$ cat config.mk
export PLATFORM = sky130hd
export DESIGN_NAME = song_follower
export DESIGN_NICKNAME = d
export VERILOG_FILES = /design/src/rtl/note_pkg.sv /design/src/rtl/song_rom.sv /design/src/rtl/song_follower.sv
export SDC_FILE = /design/constraint.sdc
export NUM_CORES = 1
export LEC_CHECK = 0
export ABC_AREA = 1
export CAP_MARGIN = 20
export CELL_PAD_IN_SITES_DETAIL_PLACEMENT = 2
export CELL_PAD_IN_SITES_GLOBAL_PLACEMENT = 2
export CORE_AREA = 2 2 164 166
export CTS_BUF_LIST = sky130_fd_sc_hd__clkbuf_8
export CTS_CLUSTER_SIZE = 30
export DETAILED_ROUTE_END_ITERATION = 7
export DIE_AREA = 0 0 166 168
export MAX_ROUTING_LAYER = met4
export PLACE_DENSITY = 0.79
export SLEW_MARGIN = 40
export SYNTH_ARGS = -nofsm -noshare
export SYNTH_HDL_FRONTEND = slang
export SYNTH_SLANG_ARGS = --single-unit
$ cat constraint.sdc
create_clock -name clk -period 3 [get_ports clk]
set_input_delay 0.45 -clock clk [delete_from_list [all_inputs] [get_ports clk]]
set_output_delay 0.45 -clock clk [all_outputs]
set_load 0.03 [all_outputs]
$ cat src/rtl/note_pkg.sv
// rtl/note_pkg.sv - one-hot note encodings, song coordinate type and the practice song table
package note_pkg;

    localparam int w_note = 12;

    localparam logic [w_note-1:0] note_c  = 12'b1000_0000_0000;
    localparam logic [w_note-1:0] note_db = 12'b0100_0000_0000;
    localparam logic [w_note-1:0] note_d  = 12'b0010_0000_0000;
    localparam logic [w_note-1:0] note_eb = 12'b0001_0000_0000;
    localparam logic [w_note-1:0] note_e  = 12'b0000_1000_0000;
    localparam logic [w_note-1:0] note_f  = 12'b0000_0100_0000;
    localparam logic [w_note-1:0] note_gb = 12'b0000_0010_0000;
    localparam logic [w_note-1:0] note_g  = 12'b0000_0001_0000;
    localparam logic [w_note-1:0] note_ab = 12'b0000_0000_1000;
    localparam logic [w_note-1:0] note_a  = 12'b0000_0000_0100;
    localparam logic [w_note-1:0] note_bb = 12'b0000_0000_0010;
    localparam logic [w_note-1:0] note_b  = 12'b0000_0000_0001;
    localparam logic [w_note-1:0] no_note = 12'b0000_0000_0000;

    typedef struct packed {
        logic [9:0]        x;
        logic [8:0]        y;
        logic [w_note-1:0] note_name;
    } NoteCoord_t;

    localparam int NOTE_COUNT = 62;
    localparam int W_SONG_IDX = $clog2(NOTE_COUNT);

    // Semitone codes (C=0 .. B=11); element 0 is the first note of the song.
    localparam logic [0:NOTE_COUNT-1][3:0] SONG_TABLE = {
        4'd4, 4'd7, 4'd2, 4'd0, 4'd4, 4'd4, 4'd4, 4'd2, 4'd2, 4'd2,
        4'd4, 4'd7, 4'd7, 4'd4, 4'd2, 4'd0, 4'd2, 4'd4, 4'd4, 4'd4,
        4'd4, 4'd2, 4'd2, 4'd4, 4'd2, 4'd0, 4'd0, 4'd2, 4'd7, 4'd7,
        4'd9, 4'd7, 4'd5, 4'd4, 4'd2, 4'd0, 4'd2, 4'd4, 4'd5, 4'd7,
        4'd7, 4'd5, 4'd4, 4'd2, 4'd4, 4'd5, 4'd7, 4'd9, 4'd11, 4'd9,
        4'd7, 4'd4, 4'd2, 4'd0, 4'd2, 4'd4, 4'd4, 4'd2, 4'd2, 4'd4,
        4'd2, 4'd0
    };

    function automatic logic [w_note-1:0] code_to_note(input logic [3:0] code);
        return (code < 4'd12) ? (note_c >> code) : no_note;
    endfunction

    function automatic logic is_one_hot(input logic [w_note-1:0] n);
        return (n != no_note) && ((n & (n - 1'b1)) == no_note);
    endfunction

endpackage

$ cat src/rtl/song_rom.sv
// rtl/song_rom.sv - combinational song index to note/screen-coordinate lookup
module song_rom
    import note_pkg::*;
(
    input  logic [W_SONG_IDX-1:0] idx,
    output NoteCoord_t            coord
);

    logic [3:0] code;

    always_comb begin
        code            = (int'(idx) < NOTE_COUNT) ? SONG_TABLE[idx] : 4'd0;
        coord.note_name = code_to_note(code);
        // Notes scroll left to right; higher pitches sit higher on screen.
        coord.x         = 10'd8 + 10'(idx) * 10'd10;
        coord.y         = 9'd400 - 9'(code) * 9'd24;
    end

endmodule

$ cat src/rtl/song_follower.sv
// rtl/song_follower.sv - steps through the practice song and judges hits/misses per note
// Optional SONG_STRICT_MISS_EN: a wrong note held for HOLD_CYCLES counts as a miss.
module song_follower #(
    parameter int HOLD_CYCLES    = 2500000,
    parameter int TIMEOUT_CYCLES = 100000000,
    parameter int NOTE_COUNT     = note_pkg::NOTE_COUNT,
    parameter int W_IDX          = $clog2(NOTE_COUNT),
    parameter int W_SCORE        = $clog2(NOTE_COUNT + 1)
) (
    input  logic                        clk,
    input  logic                        rst,
    input  logic                        start,
    input  logic [note_pkg::w_note-1:0] det_note,
    output logic [W_IDX-1:0]            note_idx,
    output logic [note_pkg::w_note-1:0] exp_note,
    output logic                        hit,
    output logic                        miss,
    output logic [W_SCORE-1:0]          hit_cnt,
    output logic [W_SCORE-1:0]          miss_cnt,
    output logic                        playing,
    output logic                        done
);
    import note_pkg::w_note;
    import note_pkg::W_SONG_IDX;
    import note_pkg::NoteCoord_t;
    import note_pkg::is_one_hot;

    localparam int W_HOLD = $clog2(HOLD_CYCLES + 1);
    localparam int W_TMR  = $clog2(TIMEOUT_CYCLES + 1);

    typedef enum logic [2:0] {S_IDLE, S_LISTEN, S_HOLD, S_RELEASE, S_DONE} state_t;

    state_t              state;
    logic [W_HOLD-1:0]   hold_cnt;
    logic [W_TMR-1:0]    timer;
    logic [w_note-1:0]   held_note;
    logic [w_note-1:0]   prev_note;

    logic [W_SONG_IDX-1:0] rom_idx;
    NoteCoord_t            rom_entry;
    logic [w_note-1:0]     rom_note;
    logic                  rom_unused;

    logic                det_cand;
    logic                same_note;
    logic [W_HOLD-1:0]   hold_nxt;
    logic                hold_done;
    logic                hold_hit;
    logic [W_TMR-1:0]    timer_nxt;
    logic                tmr_done;
    logic                last_note;

    assign rom_idx = W_SONG_IDX'(note_idx);

    song_rom u_song_rom (
        .idx   (rom_idx),
        .coord (rom_entry)
    );

    // Screen coordinates are for the graphics stage only.
    assign rom_unused = ^{rom_entry.x, rom_entry.y};
    assign rom_note   = rom_entry.note_name;
    assign exp_note   = playing ? rom_note : '0;

`ifdef SONG_STRICT_MISS_EN
    assign det_cand = is_one_hot(det_note);
`else
    assign det_cand = is_one_hot(det_note) && (det_note == rom_note);
`endif

    assign same_note = (state == S_HOLD) && (det_note == held_note);
    assign hold_nxt  = same_note ? hold_cnt + 1'b1 : W_HOLD'(1);
    assign hold_done = det_cand && (hold_nxt == W_HOLD'(HOLD_CYCLES));
    assign hold_hit  = hold_done && (det_note == rom_note);
    assign timer_nxt = timer + 1'b1;
    assign tmr_done  = (timer_nxt == W_TMR'(TIMEOUT_CYCLES));
    assign last_note = (note_idx == W_IDX'(NOTE_COUNT - 1));

    function automatic logic [W_SCORE-1:0] sat_inc(input logic [W_SCORE-1:0] v);
        return (v == W_SCORE'(NOTE_COUNT)) ? v : v + 1'b1;
    endfunction

    always_ff @(posedge clk or posedge rst) begin
        if (rst) begin
            state     <= S_IDLE;
            note_idx  <= '0;
            hit_cnt   <= '0;
            miss_cnt  <= '0;
            hit       <= 1'b0;
            miss      <= 1'b0;
            playing   <= 1'b0;
            done      <= 1'b0;
            hold_cnt  <= '0;
            timer     <= '0;
            held_note <= '0;
            prev_note <= '0;
        end else begin
            hit  <= 1'b0;
            miss <= 1'b0;
            if (start) begin
                state     <= S_LISTEN;
                note_idx  <= '0;
                hit_cnt   <= '0;
                miss_cnt  <= '0;
                playing   <= 1'b1;
                done      <= 1'b0;
                hold_cnt  <= '0;
                timer     <= '0;
                held_note <= '0;
                prev_note <= '0;
            end else begin
                case (state)
                    S_LISTEN, S_HOLD: begin
                        timer <= timer_nxt;
                        if (hold_hit) begin
                            // A hit beats a timeout landing on the same cycle.
                            hit       <= 1'b1;
                            hit_cnt   <= sat_inc(hit_cnt);
                            prev_note <= rom_note;
                            hold_cnt  <= '0;
                            timer     <= '0;
                            if (last_note) begin
                                state   <= S_DONE;
                                playing <= 1'b0;
                                done    <= 1'b1;
                            end else begin
                                note_idx <= note_idx + 1'b1;
                                state    <= S_RELEASE;
                            end
                        end else if (hold_done || tmr_done) begin
                            miss     <= 1'b1;
                            miss_cnt <= sat_inc(miss_cnt);
                            hold_cnt <= '0;
                            timer    <= '0;
                            if (last_note) begin
                                state   <= S_DONE;
                                playing <= 1'b0;
                                done    <= 1'b1;
                            end else begin
                                note_idx <= note_idx + 1'b1;
                                state    <= S_LISTEN;
                            end
                        end else if (det_cand) begin
                            state     <= S_HOLD;
                            hold_cnt  <= hold_nxt;
                            held_note <= det_note;
                        end else begin
                            state    <= S_LISTEN;
                            hold_cnt <= '0;
                        end
                    end
                    S_RELEASE: begin
                        // Repeated notes must be re-struck, not just held over.
                        if (det_note != prev_note) begin
                            state <= S_LISTEN;
                            timer <= '0;
                        end
                    end
                    default: ;
                endcase
            end
        end
    end

endmodule

# --- Word level (Yosys, flattened, before mapping) ---
# Memories as Yosys holds them, arrays and structs flattened.
# Index checks and enable logic that the tools add are counted.
word_totals:
  n_memories: 1
  input_bits: 15
  output_inout_bits: 34
  rom_bits: 256
  regBits: 98
memory_table:
  columns: ["memory", "depth", "width", "rd", "rd_ports_with_merged_regs", "write_ports", "line", "source"]
  rows:
  - ["(no name shown)", 64, 4, 1, 0, 0, "song_rom.sv:12", "code = (int'(idx) < NOTE_COUNT) ? SONG_TABLE[idx] : 4'd0;"]
classes:
  shifts: 1
  reduce_logical: 21
  bitwise_logic: 2
  muxes: 63
  add_sub_neg: 6
  eq_ne: 16
  magnitude_cmp: 3
op_table:
  columns: ["operator", "count"]
  rows:
  - ["$mux 22", 6]
  - ["$mux 12", 10]
  - ["$mux 27", 4]
  - ["$mux 6", 14]
  - ["$pmux 27 s2", 1]
  - ["$add 27x1->27 const B", 1]
  - ["$eq 27x27->1 const B", 1]
  - ["$eq 12x12->1", 2]
  - ["$add 22x1->22 const B", 1]
  - ["$eq 22x22->1 const B", 1]
  - ["$add 6x1->6 const B", 3]
  - ["$eq 6x6->1 const B", 3]
  - ["$mux 3", 6]
  - ["$mux 1", 17]
  - ["$and 12x12->12", 1]
  - ["$logic_not 12->1", 1]
  - ["$mux 4", 3]
  - ["$ne 12x12->1", 1]
  - ["$reduce_bool 12->1", 1]
  - ["$shr 12x4->12 const A", 1]
  - ["$sub 12x1->12 const B", 1]
  - ["$ne 2x2->1 const B", 4]
  - ["$reduce_and 4->1", 2]
  - ["$reduce_bool 2->1", 4]
  - ["15 further kinds", 23]

# --- Longest topological paths before layout ---
# Gate-level depths: netlist of run 1.
depth:
  ltp_word: 15
  ltp_mapped: 26
  mapped_depth_nobuf: 25

# --- By module ---
# From an unflattened synthesis of run 1, not the netlist that was laid out.
unflattened:
  hier_cells: 1393
  hier_area_um2: 9058.7
by_module_without_submodules:
  columns: ["mod", "seq_area_each_um2", "area_each_um2", "cells_per_inst", "instances"]
  rows:
  - ["song_follower", 2452.4, 7751.2, 1184, 1]
  - ["song_rom", 0.0, 1307.5, 209, 1]

# --- Worst setup path before layout of run 1 ---
# No wires, ideal clock.
synth_timing:
  kind: "register to register"
  start: "register note_idx[1]"
  end: "register held_note[11]"
  period_less_slack_ps: 3193
  path_buffers: 2
  arrival_ps: 3075
  slack_ps: -193
  path_stages_with_launch: 22
  cell_sequence: "dfrtp_1 inv_1 ha_1 inv_1 nand2_1 nand3_1 nand2_1 nand2_1 nand2_1 nand2_1 nand3_1 buf_4 nor2_4 nand3_1 xor2_1 nor2_2 nand3_2 nor3_2 nand2_1 buf_2 nand3_1 nand2_1"
synth_via:
  elab_chain_len: 13
  elab_cells_between_ends: 18
  cone_classes: "order compare: 2; eq/ne: 3; shift: 1; mux: 4; bitwise: 1; reduce/logical: 6; memory: 1"
synth_rtl:
  columns: ["item", "line", "source"]
  rows:
  - ["start, declared", "song_follower.sv:14", "output logic [W_IDX-1:0] note_idx,"]
  - ["start signal, assigned", "song_follower.sv:127", "note_idx <= note_idx + 1'b1;"]
  - ["start signal, assigned", "song_follower.sv:140", "note_idx <= note_idx + 1'b1;"]
  - ["$not 6->7 (not written as such)", "song_rom.sv:12", null]
  - ["$mem_v2 64x4", null, null]
  - ["$mux 4 (not written as such) (2 in a row)", "song_rom.sv:12", null]
  - ["$mux 4 *", "song_rom.sv:12", null]
  - ["$shr 12x4->12 or $lt 4x4->1 (tied branches)", "note_pkg.sv:41", "return (code < 4'd12) ? (note_c >> code) : no_note;"]
  - ["$mux 12 *", "note_pkg.sv:41", null]
  - ["$eq 12x12->1 *", "song_follower.sv:68, song_follower.sv:74", null]
  - ["$logic_and 1x1->1", "song_follower.sv:68", "assign det_cand = is_one_hot(det_note) && (det_note == rom_note);"]
  - ["$logic_and 1x1->1", "song_follower.sv:73", "assign hold_done = det_cand && (hold_nxt == W_HOLD'(HOLD_CYCLES));"]
  - ["$logic_or 1x1->1 or $logic_and 1x1->1 (tied branches)", "song_follower.sv:130, song_follower.sv:74", null]
  - ["$ne 2x2->1 (no line)", null, null]
  - ["$reduce_and 4->1 (no line) *", null, null]
  - ["end signal, assigned", "song_follower.sv:146", "held_note <= det_note;"]
  - ["end, declared", "song_follower.sv:36", "logic [w_note-1:0] held_note;"]
# Mark *: on every way between the ends. The rest lies on a longest branch, timed or not. The select of a mux whose other input is x is not followed.
# A chain may end at the register's enable or synchronous reset.

# --- Worst setup path in the final report of run 1 ---
layout_timing:
  start: "input det_note[3] in the netlist's numbering"
  end: "register state[0]"
layout_via:
  elab_chain_len: 11
  elab_cells_between_ends: 22
  cone_classes: "add/sub: 1; eq/ne: 5; mux: 6; bitwise: 1; reduce/logical: 9"
layout_rtl:
  columns: ["item", "line", "source"]
  rows:
  - ["start, declared", "song_follower.sv:13", "input logic [note_pkg::w_note-1:0] det_note,"]
  - ["$sub 12x1->12", "note_pkg.sv:45", "return (n != no_note) && ((n & (n - 1'b1)) == no_note);"]
  - ["$and 12x12->12", "note_pkg.sv:45", null]
  - ["$logic_not 12->1", "note_pkg.sv:45", null]
  - ["$logic_and 1x1->1", "note_pkg.sv:45", null]
  - ["$logic_and 1x1->1", "song_follower.sv:68", null]
  - ["$logic_and 1x1->1", "song_follower.sv:73", null]
  - ["$logic_or 1x1->1", "song_follower.sv:130", "end else if (hold_done || tmr_done) begin"]
  - ["$mux 3", "song_follower.sv:130", null]
  - ["$mux 3", "song_follower.sv:115", "if (hold_hit) begin"]
  - ["$pmux 3 s2", "song_follower.sv:112", "case (state)"]
  - ["$mux 3", "song_follower.sv:100", "if (start) begin"]
  - ["end signal, assigned", "song_follower.sv:101", "state <= S_LISTEN;"]
  - ["end signal, assigned", "song_follower.sv:128", "state <= S_RELEASE;"]
  - ["end signal, assigned", "song_follower.sv:136", "state <= S_DONE;"]
  - ["end, declared", "song_follower.sv:33", "state_t state;"]
# Several ways; a longest one is shown, not always the timed one.

==> metrics.yaml, run 1 <==
sta:
  setup_ws_ps: -923
  clock_skew_ps: 66.8
  finalSetupViolations: 110
  rsz0062_at_grt: "yes"
  relSlewSlack_pct: 31.2
  finalHoldViolCount: 0
  max_freq_mhz: 255
  tightestPinTransition_ps: 1030
  fin_crit_sh_pct: 131
  fin_setup_tns_ps: -73200
  finalCriticalPeriod_ps: 3920
  whs_ps: 388
  drv_slew: 0
yosys:
  synth-seq-cells: 98
  ys.flop_type: "dfrtp_1"
  ys_seq_area_share_pct: 31.9
  ys_types: 43
  synth_edf_count: 0
  ys_warn_count: 0
  netlist_area_sq_um: 7690
  syn_avg_cell_area_sq_um: 6.47
  synthCells: 1189
  async_reset_ff_share_pct: 100
  syn_nets: 1220
clock_network:
  postCtsHoldBufs: 0
  htreeDepth: 3
  clock_latency_ps: 480
  cts_buffers: 9
  clk_pin_slew_ps: 190
  cts_root_buf: "clkbuf_8"
  cts.sinks: 98
  clock_path_buffers: 2
  cts_tree: "done"
setup_path:
  crit_top_cell: "nor2_1"
  cp-end-kind: "flip-flop"
  crit_type: "in -> reg"
  cp_slowest_stage_delay_ps: 490
  start_kind: "primary input"
  cp.arrival_ps: 4290
  path_cells: "clkdlybuf4s50_1, nor2_1, nand3_1, nor2_1, buf_4, nand3_1, nand2_1, nand2_1, nor2_1, nand2_1, nor2_1, nand2_2, nor2_4, nand2_4, buf_6, inv_2, nand2_2, nor2_4, nand3_4, buf_6, buf_6, nor2_4, nor2_2, a21boi_1"
  path_delay_family: "simple AND/OR/NAND/NOR gates"
  required_ps: 3360
  crit_fanout: 4
  crit_buf_inv: 6
  cpMaxStageDelayCell: "clkdlybuf4s50_1"
final_layout:
  fillers: 2905
  layout.nets: 1522
  seqCellArea_sq_um: 2460
  instances_no_fill: 1843
  syn2layout_area_growth_pct: 69.5
  final_util_pct: 49.5
  drive_above_1_share_pct: 42.3
  multiInputGateArea_sq_um: 6140
grt:
  globalRouteOverflowTotal: 0
  antenna_found_initial: 4
  grt_max_degree: 46
  grt_pass1_wl_um: 76900
  grt_pass1_vias: 12000
  track_usage_pct: 37.4
detailed_routing:
  dr.pass1.iters: 5
  drtIter0Drc: 1262
  wl_per_cell_um: 35.2
  wirelength_um: 64900
  ant_nets: 0
  drcViolationCount: 0
  vias: 11500
  viasPerCell: 6.26
run_status:
  violations: "setup timing"
  status: "complete, but fails checks"
place:
  place_congestion: 0.917
  dp_hpwl_um: 28400
  dp.cells: 1739
  port-buffer-count: 48
pwr:
  finalPower_mw: 4.07
  p_sw_mw: 1.74
  peakVddDrop_mv: 0.214
  power_density_nw_per_um2: 312
  switching_share_pct: 42.7
  power.clock.fraction_pct: 27.2
  pwr-share-comb_pct: 38.9
  internal-power_mw: 2.33
  power_leakage_nw: 5.82
  pwr-share-seq_pct: 33.9
die:
  die_h_um: 168
  dieWidth_um: 166
  coreArea_sq_um: 26400
  num_rows: 60
  die-area_sq_um: 27900
  pin_count: 49
  start_util_pct: 29.2
worst_hold_path:
  min_path_type: "in -> async"
flow_run:
  cap_viol_max_count: 0
-- cells by family (layout without fill, tap and decap cells) --
group                      Yosys count  count (layout)  synth area share, %
AOI/OAI and AO/OA                   93              93                 6.88
other                                0               6                    0
DFF                                 98              98                 31.9
and+or+nand+nor                    749             750                 43.5
xor gates and xnor gates            46              46                 5.24
buffers and inverters              187             493                 9.87
adders and majority gates           16              16                 2.60
-- per-stage QoR --
stage	setup slack, ps	area (sq um)
after floorplan	10.7	7700
final	-923	13000
after detailed placement	-732	10000
after global placement	-538	10000
after CTS	-264	11500
after global routing	-935	13000
-- Yosys cell counts (2+ instances only) --
master    number  area (sq um)
nor3_1        29           145
buf_1          3          11.3
o221ai_1       2          17.5
inv_1        134           503
clkbuf_1      14          52.6
nor3_2         3          30.0
a21oi_1        9          45.0
xor2_1        36           315
dfrtp_1       98          2450
nand3b_1       3          22.5
o22ai_1       18           113
nand2_1      339          1270
inv_2          7          26.3
nand2_2        2          12.5
o21ai_1       29           145
nor4_1         9          56.3
nand3_1      100           500
xnor2_1       10          87.6
buf_4          7          52.6
nand3_2        4          40.0
nor2_4         2          22.5
buf_2         19          95.1
nor2_1       156           586
or2_2          5          31.3
nand4_1       84           526
ha_1          16           200
nor2_2         5          31.3
clkinv_1       2          7.51
o21ai_0       28           140
nor3b_1        3          22.5
-- final timing paths --
| kind | start | end | slack, ps | cells past startpoint |
|---|---|---|---|---|
| hold / removal | rst | state[0]$_DFFE_PP0P_ | 390 | 2 |
| hold reg to reg | hold_cnt[6]$_DFFE_PP0P_ | hold_cnt[6]$_DFFE_PP0P_ | 550 | 2 |
| setup reg to reg | note_idx[2]$_DFFE_PP0P_ | state[0]$_DFFE_PP0P_ | -850 | 25 |
| min in group clk | hold_cnt[6]$_DFFE_PP0P_ | hold_cnt[6]$_DFFE_PP0P_ | 550 | 2 |
| max in group asynchronous | rst | held_note[6]$_DFFE_PP0P_ | 1870 | 3 |
| setup / recovery | det_note[3] | state[0]$_DFFE_PP0P_ | -920 | 24 |
-- flip-flops by register name (all words and copies together) (netlist names) --
signal,count
note_idx,6
state,3
timer,27
miss,1
hold_cnt,22
miss_cnt,6
prev_note,12
done,1
hit_cnt,6
playing,1
hit,1
held_note,12
-- what timing repair did --
action	in CTS	in global routing
setup buffers	49	40
setup endpoints to repair	110	110
cloned	7	4
gates resized for setup	220	310
pin swaps	49	93
-- layer usage --
metal	up-vias	track usage, %	part of all wire (%)	wire, um
met5	-	-	0	0
li1	4505	-	-	-
met4	0	19.2	7.4	4810
met1	5805	41.6	37	23900
met2	868	64.8	46	30100
met3	364	6.30	9.6	6210
-- layout make-up --
cell class / instances / share of cell area [%]
repair buffers: 334 / 24.5
multi-input cells: 905 / 47.1
inverters: 143 / 4.57
diodes: 6 / 0.115
clock inverters: 7 / 0.605
flip-flops and latches: 98 / 18.9
clock buffers: 9 / 0.950
well taps: 341 / 3.27
-- power groups by stage --
stage	Combinational (mW)	Sequential (mW)	Clock, mW
CTS	1.14	1.37	1.01
global route	1.61	1.38	1.12
floorplan	0.375	1.42	0
global placement	0.801	1.39	0
finish	1.59	1.38	1.11
detailed placement	0.856	1.39	0
-- placed cells by master (no fill, tap or decap), types with 7 or more instances in the layout --
cell type        synthesis  final
o21ai_1                 29     10
o21ai_0                 28     15
nand4_1                 84     84
o22ai_4                  0     14
nand3_1                100     66
inv_1                  134    117
buf_12                   0     17
nand3_2                  4     25
ha_4                     0      8
nand2_2                  2     59
nor2_2                   5     28
buf_4                    7    215
nor2_4                   2     44
nand2_4                  1     28
nor2_1                 156     91
xor2_1                  36     32
xnor2_1                 10      8
nor4_1                   9      8
ha_1                    16      7
o21ai_2                  0     28
buf_6                    1     55
inv_2                    7     10
dfrtp_1                 98     90
nor3_1                  29     24
dfrtp_2                  0      8
clkdlybuf4s50_1          0     30
clkbuf_8                 0      9
nand2_1                339    252
nand3_4                  0     13
(Power assumes the default switching activity.)
==> run 2, diff against run 1 <==
--- a/config.mk
+++ b/config.mk
@@ -9,14 +9,15 @@
 export CAP_MARGIN = 20
 export CELL_PAD_IN_SITES_DETAIL_PLACEMENT = 2
 export CELL_PAD_IN_SITES_GLOBAL_PLACEMENT = 2
-export CORE_AREA = 2 2 164 166
+export CORE_AREA = 2 2 150 181
 export CTS_BUF_LIST = sky130_fd_sc_hd__clkbuf_8
 export CTS_CLUSTER_SIZE = 30
 export DETAILED_ROUTE_END_ITERATION = 7
-export DIE_AREA = 0 0 166 168
+export DIE_AREA = 0 0 152 183
 export MAX_ROUTING_LAYER = met4
 export PLACE_DENSITY = 0.79
 export SLEW_MARGIN = 40
 export SYNTH_ARGS = -nofsm -noshare
 export SYNTH_HDL_FRONTEND = slang
 export SYNTH_SLANG_ARGS = --single-unit
+export TNS_END_PERCENT = 5
==> run 2 against run 1 <==
The run still ends with setup timing left. Fmax rose by 6.9%. Total power fell by 5.8%. Die area fell by 0.26%. Final cell count fell by 4.1%. Sequential cell count did not move. Clock skew fell by 28 ps. Non-clock buffer count fell by 64.
==> metrics.yaml, run 2 (synthesis results as in run 1) <==
pwr:
  peakVddDrop_mv: 0.214  # about the same
  finalPower_mw: 3.84  # was 4.07 mW
  power_leakage_nw: 5.26  # was 5.82 nW
  power_density_nw_per_um2: 326  # was 312 nW/um^2
die:
  dieWidth_um: 152  # was 166 um
  coreArea_sq_um: 26100  # was 26400 sq um
  pin_count: 49  # unchanged
  num_rows: 65  # was 60
  start_util_pct: 29.5  # was 29.2%
  die-area_sq_um: 27800  # was 27900 sq um
  die_h_um: 183  # was 168 um
clock_network:
  htreeDepth: 3  # unchanged
  cts_tree: "done"  # unchanged
  clock_latency_ps: 470  # was 480 ps
  cts.sinks: 98  # unchanged
  postCtsHoldBufs: 0  # unchanged
  cts_buffers: 9  # unchanged
  clk_pin_slew_ps: 140  # was 190 ps
  cts_root_buf: "clkbuf_8"  # unchanged
  clock_path_buffers: 2  # unchanged
setup_path:
  path_cells: "buf_6, ha_4, inv_4, buf_4, nor2_4, nand2_2, a31oi_4, buf_12, buf_8, inv_8, nand4_1, buf_4, nor2_4, nor2_4, nand2_4, nor2_4, nand3_4, nor3_4, nand2_2, buf_8, nand3_2, nand2_2"  # was clkdlybuf4s50_1, nor2_1, nand3_1, nor2_1, buf_4, nand3_1, nand2_1, nand2_1, nor2_1, nand2_1, nor2_1, nand2_2, nor2_4, nand2_4, buf_6, inv_2, nand2_2, nor2_4, nand3_4, buf_6, buf_6, nor2_4, nor2_2, a21boi_1
  start_kind: "flip-flop"  # was primary input
  required_ps: 3330  # was 3360 ps
  crit_type: "reg -> reg"  # was in -> reg
  crit_top_cell: "nor2_4"  # was nor2_1
  cp-end-kind: "flip-flop"  # unchanged
  cp.arrival_ps: 4000  # was 4290 ps
  crit_fanout: 7  # was 4
  cp_slowest_stage_delay_ps: 450  # was 490 ps
  cpMaxStageDelayCell: "dfrtp_2"  # was clkdlybuf4s50_1
sta:
  rsz0062_at_grt: "yes"  # unchanged
  setup_ws_ps: -672  # was -923 ps
  finalCriticalPeriod_ps: 3670  # was 3920 ps
  fin_crit_sh_pct: 122  # was 131%
  whs_ps: 356  # was 388 ps
  finalHoldViolCount: 0  # unchanged
  max_freq_mhz: 272  # was 255 MHz
  relSlewSlack_pct: 32.2  # was 31.2%
  finalSetupViolations: 110  # unchanged
  clock_skew_ps: 38.5  # was 66.8 ps
  tightestPinTransition_ps: 1020  # was 1030 ps
  drv_slew: 0  # unchanged
grt:
  antenna_found_initial: 0  # was 4
  grt_pass1_vias: 11400  # was 12000
  grt_max_degree: 58  # was 46
  grt_pass1_wl_um: 69200  # was 76900 um
  track_usage_pct: 32.8  # was 37.4%
  globalRouteOverflowTotal: 0  # unchanged
detailed_routing:
  ant_nets: 0  # unchanged
  drcViolationCount: 0  # unchanged
  vias: 10800  # was 11500
  wl_per_cell_um: 31.4  # was 35.2 um
  wirelength_um: 55600  # was 64900 um
  viasPerCell: 6.13  # was 6.26
  dr.pass1.iters: 5  # unchanged
  drtIter0Drc: 962  # was 1262
final_layout:
  drive_above_1_share_pct: 34.9  # was 42.3%
  final_cell_area_sq_um: 11800  # was 13000 sq um
  layout_commonest_cell: "nand2_1"  # unchanged
  largest_reg_flops: 27  # unchanged
  reg_top3: "timer (27), hold_cnt (22)"  # unchanged
  final_util_pct: 45.1  # was 49.5%
  syn2layout_area_growth_pct: 53.0  # was 69.5%
  layout.nets: 1457  # was 1522
  fillers: 2950  # was 2905
  layout_common_cells: "nand2_1 (266), buf_4 (172), inv_1 (121)"  # was nand2_1 (252), buf_4 (215), inv_1 (117)
  registers.top_by_ff_count: "timer"  # unchanged
run_status:
  violations: "setup timing"  # unchanged
  status: "complete, but fails checks"  # unchanged
place:
  placed_area_sq_um: 9700  # was 10000 sq um
  dp_hpwl_um: 25900  # was 28400 um
  place_congestion: 0.886  # was 0.917
  port-buffer-count: 48  # unchanged
worst_hold_path:
  min_path_type: "in -> async"  # unchanged
flow_run:
  cap_viol_max_count: 0  # unchanged
==> run 2: cell types whose count changed in the layout (fill, tap and decap cells not counted), sizes merged, moves of 2 or more <==
cell | previous run | this run
clkdlybuf4s50 | 30 | 33
inv | 141 | 143
diode | 6 | 1
clkinv | 8 | 4
dlymetal6s2s | 6 | 3
buf | 295 | 232
==> run 2: layout make-up <==
class	count	area [sq um]	area share, %
multi-input combinational	904	5600	47.6
antenna	1	2.50	0.0213
clock inverter	7	71.3	0.606
timing repair buffer	270	2510	21.3
sequential	98	2460	20.9
tap	335	419	3.56
clock buffer	9	124	1.05
inverter	143	576	4.89
==> run 2: where the power goes <==
group / total, mW / switching [mW] / internal (mW)
Sequential: 1.38 / 0.0437 / 1.34
Clock: 1.05 / 0.664 / 0.387
Combinational: 1.40 / 0.835 / 0.568
==> run 2: final timing paths <==
| kind | slack [ps] | endpoint | startpoint | cells past startpoint |
|---|---|---|---|---|
| setup / recovery | -670 | held_note[3]$_DFFE_PP0P_ | note_idx[1]$_DFFE_PP0P_ | 22 |
| hold / removal | 360 | held_note[11]$_DFFE_PP0P_ | rst | 2 |
| setup reg to reg | -670 | held_note[3]$_DFFE_PP0P_ | note_idx[1]$_DFFE_PP0P_ | 22 |
| hold reg to reg | 560 | hold_cnt[6]$_DFFE_PP0P_ | hold_cnt[6]$_DFFE_PP0P_ | 2 |
| max in group asynchronous | 1800 | hold_cnt[5]$_DFFE_PP0P_ | rst | 3 |
| min in group clk | 480 | held_note[1]$_DFFE_PP0P_ | det_note[1] | 3 |
==> run 2: per-layer routing <==
metal	vias up	GRT usage, %	part of all wire, %
met5	-	-	0
met4	0	18.2	6.7
met3	270	4.28	6.2
met2	692	58.7	50
met1	5514	35.2	37
li1	4357	-	-
==> run 2: timing repair <==
action	CTS	global route
resized for setup	163	205
gates cloned	2	5
endpoints found under the setup margin	110	110
pin swaps	45	86
buffers inserted	25	26
==> run 2: worst max-delay path, delay by kind of cell, from the launching register on <==
family                   cells  cell delay, ps
flip-flops                   1             450
buffers and inverters        8            1030
adder cells (fa/ha/maj)      1             170
AO/OA/AOI/OAI                1             210
AND/OR/NAND/NOR             12            1630
==> run 2: stage by stage <==
step | instances | setup WS, ps | setup TNS [ps]
2_1_floorplan | 1189 | 10.7 | 0
3_3_place_gp | 1696 | -389 | -25580
3_5_place_dp | 1696 | -599 | -49100
4_1_cts | 1738 | -222 | -11290
5_1_grt | 1766 | -761 | -67720
6_report | 1767 | -672 | -56670
